**config.mk**
```make
export PLATFORM = sky130hd
export DESIGN_NAME = core_flow_ctrl
export DESIGN_NICKNAME = d
export VERILOG_FILES = /design/src/rtl/core_flow_ctrl_pkg.sv /design/src/rtl/core_flow_cnt.sv /design/src/rtl/core_flow_ctrl.sv
export SDC_FILE = /design/constraint.sdc
export NUM_CORES = 1
export LEC_CHECK = 0
export ABC_AREA = 1
export CORE_MARGIN = 3
export CORE_UTILIZATION = 34
export CTS_CLUSTER_DIAMETER = 40
export DETAILED_ROUTE_END_ITERATION = 8
export PLACE_DENSITY = 0.9
export SLEW_MARGIN = 20
export SYNTH_ARGS = -nofsm -noshare
export SYNTH_HDL_FRONTEND = slang
export SYNTH_SLANG_ARGS = --single-unit
```
**constraint.sdc**
```tcl
create_clock -name clk_i -period 1.9 [get_ports clk_i]
set_clock_uncertainty 0.1 [all_clocks]
set_input_delay 0.19 -clock clk_i [delete_from_list [all_inputs] [get_ports clk_i]]
set_output_delay 0.19 -clock clk_i [all_outputs]
set_load 0.02 [all_outputs]
```
**src/rtl/core_flow_ctrl_pkg.sv**
```systemverilog
// ============================================================================
// Module   : core_flow_ctrl_pkg
// Purpose  : Shared chip parameters and flow-controller state encodings.
// Revision : 1.0 - initial release
// ============================================================================
`default_nettype none

package core_flow_ctrl_pkg;

    localparam int DATA_BUS_WIDTH   = 32;
    localparam int DEF_RESET_CYCLES = 4;
    localparam int DEF_FLUSH_CYCLES = 2;

    typedef enum logic [1:0] {
        RUN      = 2'd0,
        INT_WAIT = 2'd1,
        SWRST    = 2'd2
    } flow_state_e;

endpackage

`default_nettype wire

```
**src/rtl/core_flow_cnt.sv**
```systemverilog
// ============================================================================
// Module   : core_flow_cnt
// Purpose  : Saturating down-counter with synchronous load and decrement enable.
// Revision : 1.0 - initial release
// ============================================================================
`default_nettype none

module core_flow_cnt #(
    parameter int WIDTH = 4
) (
    input  logic             clk_i,
    input  logic             rst_i,
    input  logic             load_i,
    input  logic [WIDTH-1:0] load_val_i,
    input  logic             dec_i,
    output logic [WIDTH-1:0] count_o
);

    logic [WIDTH-1:0] r_count;

    // Load wins over decrement; the count stops at zero.
    always_ff @(posedge clk_i or posedge rst_i) begin
        if (rst_i) begin
            r_count <= '0;
        end else if (load_i) begin
            r_count <= load_val_i;
        end else if (dec_i && (r_count != '0)) begin
            r_count <= r_count - 1'b1;
        end
    end

    assign count_o = r_count;

endmodule

`default_nettype wire

```
**src/rtl/core_flow_ctrl.sv**
```systemverilog
// ============================================================================
// Module   : core_flow_ctrl
// Purpose  : Pipeline flow controller: redirect arbitration, stall merge,
//            debug software-reset sequencing and pipeline flush.
// Revision : 1.0 - initial release
// ============================================================================
`default_nettype none

module core_flow_ctrl
    import core_flow_ctrl_pkg::*;
#(
    parameter int DATA_W       = DATA_BUS_WIDTH,
    parameter int RESET_CYCLES = DEF_RESET_CYCLES,
    parameter int FLUSH_CYCLES = DEF_FLUSH_CYCLES
) (
    input  logic              clk_i,
    input  logic              rst_i,
    input  logic              ex_jump_req_i,
    input  logic [DATA_W-1:0] ex_jump_addr_i,
    input  logic              int_req_i,
    input  logic [DATA_W-1:0] int_addr_i,
    output logic              int_ack_o,
    input  logic              bus_stall_i,
    input  logic              div_busy_i,
    input  logic              dbg_reset_req_i,
    output logic              reset_flag_o,
    output logic              hold_flag_o,
    output logic              jump_flag_o,
    output logic [DATA_W-1:0] jump_addr_o,
    output logic              flush_o
);

    flow_state_e r_state;
    flow_state_e w_next_state;
    logic        r_dbg_q;
    logic [3:0]  w_rst_cnt;
    logic [1:0]  w_flush_cnt;
    logic        w_blocked;
    logic        w_dbg_rise;
    logic        w_rst_load;

    assign w_blocked  = bus_stall_i | div_busy_i;
    assign w_dbg_rise = dbg_reset_req_i & ~r_dbg_q;

    always_ff @(posedge clk_i or posedge rst_i) begin
        if (rst_i) begin
            r_state <= RUN;
            r_dbg_q <= 1'b0;
        end else begin
            r_state <= w_next_state;
            r_dbg_q <= dbg_reset_req_i;
        end
    end

    always_comb begin
        w_next_state = r_state;
        jump_flag_o  = 1'b0;
        jump_addr_o  = '0;
        int_ack_o    = 1'b0;
        hold_flag_o  = 1'b0;
        w_rst_load   = 1'b0;
        case (r_state)
            RUN: begin
                hold_flag_o = w_blocked;
                if (w_dbg_rise) begin
                    w_next_state = SWRST;
                    w_rst_load   = 1'b1;
                end else if (int_req_i && !w_blocked) begin
                    jump_flag_o = 1'b1;
                    jump_addr_o = int_addr_i;
                    int_ack_o   = 1'b1;
                end else begin
                    if (int_req_i) begin
                        w_next_state = INT_WAIT;
                    end
                    if (ex_jump_req_i) begin
                        jump_flag_o = 1'b1;
                        jump_addr_o = ex_jump_addr_i;
                    end
                end
            end
            INT_WAIT: begin
                hold_flag_o = 1'b1;
                if (w_dbg_rise) begin
                    w_next_state = SWRST;
                    w_rst_load   = 1'b1;
                end else if (ex_jump_req_i) begin
                    // The in-flight instruction's redirect goes ahead of the trap.
                    jump_flag_o = 1'b1;
                    jump_addr_o = ex_jump_addr_i;
                    if (!int_req_i) begin
                        w_next_state = RUN;
                    end
                end else if (!int_req_i) begin
                    w_next_state = RUN;
                end else if (!w_blocked) begin
                    jump_flag_o  = 1'b1;
                    jump_addr_o  = int_addr_i;
                    int_ack_o    = 1'b1;
                    w_next_state = RUN;
                end
            end
            SWRST: begin
                hold_flag_o = 1'b1;
                if (w_rst_cnt <= 4'd1) begin
                    w_next_state = RUN;
                end
            end
            default: begin
                w_next_state = RUN;
            end
        endcase
    end

    core_flow_cnt #(.WIDTH(4)) u_rst_cnt (
        .clk_i      (clk_i),
        .rst_i      (rst_i),
        .load_i     (w_rst_load),
        .load_val_i (4'(RESET_CYCLES)),
        .dec_i      (r_state == SWRST),
        .count_o    (w_rst_cnt)
    );

    // Only counts down while the pipeline advances, so a flush outlives stalls.
    core_flow_cnt #(.WIDTH(2)) u_flush_cnt (
        .clk_i      (clk_i),
        .rst_i      (rst_i),
        .load_i     (jump_flag_o),
        .load_val_i (2'(FLUSH_CYCLES)),
        .dec_i      (~hold_flag_o),
        .count_o    (w_flush_cnt)
    );

    assign reset_flag_o = (r_state == SWRST);
    assign flush_o      = (r_state == SWRST) || (w_flush_cnt != 2'd0);

endmodule

`default_nettype wire

```
==> flow_metrics.py <==
metrics = {
    "flow_run": {
        "cap_violations": 0,
    },
    "sta": {
        "fmax_mhz": 471,
        "timing.hold.ws_ns": 0.134,
        "period_minus_slack_ns": 2.12,
        "fin_ws_ns": -0.221,
        "hold_violations": 0,
        "rsz0062_at_grt": "yes",
        "period_share_pct": 112,
        "slew_headroom_pct": 65.3,
        "drv_slew": 0,
        "max_slew.worst_pin.slew_ns": 0.517,
        "finalSetupViolCount": 33,
    },
    "run_status": {
        "failed_checks": "setup timing",
        "outcome": "finished, violations left",
    },
    "synthesis": {
        "synth-edff-count": 0,
        "synthXorXnorAreaFrac_pct": 0,
        "ys_seq_area_share_pct": 15.9,
        "syn_area_per_cell_um2": 5.33,
        "synthTopCellsByCount": "nand2_1 (131), nand3_1 (31), o21ai_0 (28)",
        "synth_most_common_cell": "nand2_1",
        "synth_top_area_share_pct": 34.7,
        "synthAdderAreaFrac_pct": 7.06,
        "syn_nets": 345,
        "synth_area_mm2": 0.00142,
        "async_reset_ff_share_pct": 100,
        "synth_top_family_by_area": "simple AND/OR/NAND/NOR gates",
        "syn_inst": 266,
        "ys_ff_latch": 9,
        "ys.flop_type": "dfrtp_1",
        "synth_top_area_cell": "nand2_1",
        "synth_cell_types": 19,
        "yosysWarnings": 0,
        "yosys-top-cells-area": "nand2_1 (35%), dfrtp_1 (16%), nand3_1 (11%)",
        "synthMuxAreaShare_pct": 0,
        "synth_compound_area_share_pct": 15.0,
        "synth-simple-area-share_pct": 51.5,
    },
    "layout": {
        "drive_gt1_share_pct": 23.2,
        "n_antenna_cell": 0,
        "area_delta_synth_final_pct": 106,
        "nets": 473,
        "fill_cells": 262,
        "fin_cells": 441,
    },
    "place": {
        "io_buffers": 107,
        "routabilityCongestion": 0.849,
        "placedCellCount": 427,
        "pre_cts_slack_ns": -0.530,
        "place_hpwl_um": 4460,
    },
    "critical_path": {
        "cp_num_cells": 9,
        "endpoint_kind": "output port",
        "crit_top_cell": "nand2_1",
        "cp_max_fo": 8,
        "crit_chain": "inv_2, ha_4, a21boi_4, inv_4, o21ai_4, clkbuf_16, nand2_1, nand2_1, buf_6",
        "cp_data_arrival_time_ns": 1.83,
        "r2r_setup_slack_ns": 0.18,
        "r2r_cells": 7,
        "r2r_end": "u_rst_cnt.count_o[1]",
        "crit_path_max_incr_delay_ns": 0.39,
        "required_ns": 1.61,
        "crit_type": "register to output port",
        "crit_buf_inv": 4,
        "critical_path.slowest_cell": "dfrtp_1",
        "timing.rr.start": "r_state[0]",
        "critPathTopFamily": "buffers and inverters",
        "cp-start-kind": "register",
    },
    "pwr": {
        "p_int_uw": 1410,
        "p_leak_uw": 0.00148,
        "switchingPower_uw": 1340,
        "pwr-share-clk_pct": 8.9,
        "power_density_mw_per_mm2": 939,
        "p_sw_share_pct": 48.6,
        "peakVddDrop_uv": 468,
        "power_frac_comb_pct": 79.6,
        "seq_power_share_pct": 11.5,
    },
    "drt": {
        "drt_first_pass_iters": 4,
        "drt-total-wl_um": 6560,
        "dr.first_iter.drc_count": 162,
        "vias": 2224,
        "routedWlPerCell_um": 14.9,
        "ant_nets": 0,
        "vias_per_cell": 5.04,
        "drcViolationCount": 0,
    },
    "floorplan": {
        "die_area_mm2": 0.00498,
        "coreArea_mm2": 0.00383,
        "io_pins": 108,
        "start_util_pct": 37.1,
        "core.rowCount": 22,
        "die_w_um": 70.6,
        "die_h_um": 70.6,
    },
    "grt": {
        "gr-usage-all-layers_pct": 23.3,
        "grt_pass1_vias": 2070,
        "grt_pass1_wl_um": 9470,
        "antenna_found_initial": 0,
        "grt-ovfl-total": 0,
        "grt_max_degree": 21,
    },
    "cts": {
        "clock_path_buffers": 2,
        "cts_buffers": 3,
        "worstSkewPairLatency_ns": 0.25,
        "cts-root-buf": "clkbuf_8",
        "htreeDepth": 1,
        "cts_tree": "built",
        "clkSinkCount": 9,
        "clkSlewWorstSetupHoldPaths_ns": 0.05,
    },
    "worst_hold_path": {
        "min_path_type": "input pin to asynchronous set/reset pin",
    },
}
## metal layers
layer,track usage (%),part of all wire [%]
met1,26.7,37
met2,42.1,51
met3,5.26,7.2
met4,8.98,4.2
met5,0,0
## cell type report
cell class                 count  area (µm²)  area share, %
inverter                      25        96.3           3.29
multi-input combinational    222        1130           38.5
sequential                     9         226           7.74
tap                           48        60.1           2.05
timing repair buffer         133        1370           46.8
clock buffer                   3        41.3           1.41
clock inverter                 1        5.00          0.171
## cell families (layout without fill, tap and decap cells)
| logic type | Yosys count | in the layout |
|---|---|---|
| AND/OR/NAND/NOR | 177 | 178 |
| AO/OA/AOI/OAI | 36 | 36 |
| buffers and inverters | 36 | 162 |
| flip-flops | 9 | 9 |
| adder cells (fa/ha/maj) | 8 | 8 |
## power groups by stage
stage / combinational (µW) / sequential (µW) / clock, µW
after floorplan: 1020 / 301 / 0
after detailed placement: 1830 / 307 / 0
after CTS: 1980 / 308 / 240
final: 2190 / 317 / 244
after global routing: 2350 / 329 / 258
after global placement: 1790 / 303 / 0
## metrics by stage
stage / total power, µW / utilization (%) / TNS, ns / area [µm²]
after floorplan: 1320 / - / 0 / 1420
after global placement: 2090 / 69.2 / -14.04 / 2650
after detailed placement: 2130 / 69.2 / -15.82 / 2650
after CTS: 2530 / 71.7 / -3.28 / 2740
after global routing: 2940 / 76.5 / -5.96 / 2930
final: 2750 / 76.5 / -3.78 / 2930
## how the worst max path moves through the flow
stage                           end       startpoint  slack (ns)
floorplan           jump_addr_o[17]       r_state[1]        0.05
global placement    jump_addr_o[26]  dbg_reset_req_i       -0.47
detailed placement  jump_addr_o[26]  dbg_reset_req_i       -0.53
CTS                 jump_addr_o[26]       r_state[1]       -0.19
global route        jump_addr_o[17]       r_state[1]       -0.27
finish              jump_addr_o[15]       r_state[1]       -0.22
## state kept, by name, summed over array words and instances, names as in the netlist
signal               count
r_dbg_q                  1
r_state                  2
u_flush_cnt.count_o      2
u_rst_cnt.count_o        4
## layout by cell type (no fill, tap or decap), types with 2 or more instances in the layout
cell type and n:
buf_12 3, o21ai_1 4, nor2_2 3, ha_4 2, dfrtp_1 8, buf_16 2, a21oi_1 3, nand2_1 123
ha_1 6, dlygate4sd2_1 2, o21ai_0 24, buf_4 20, inv_2 5, nand2_4 2, clkbuf_8 3, nor3_1 2
nor2_1 4, inv_1 19, nand2_2 7, dlymetal6s2s_1 3, buf_6 26, buf_2 6, clkdlybuf4s50_1 66, nand4_1 3
o211ai_1 3, nand3_1 31, nor2_4 2
## repair_timing
item                                   4_1_cts  5_1_grt
gates resized for setup                    186       45
hold buffers                                 0        0
setup endpoints to repair                   37       35
gates cloned                                 3        1
pin swaps                                    2        9
endpoints found under the hold margin        0        0
setup buffers                                2        5
(Power assumes the default switching activity.)
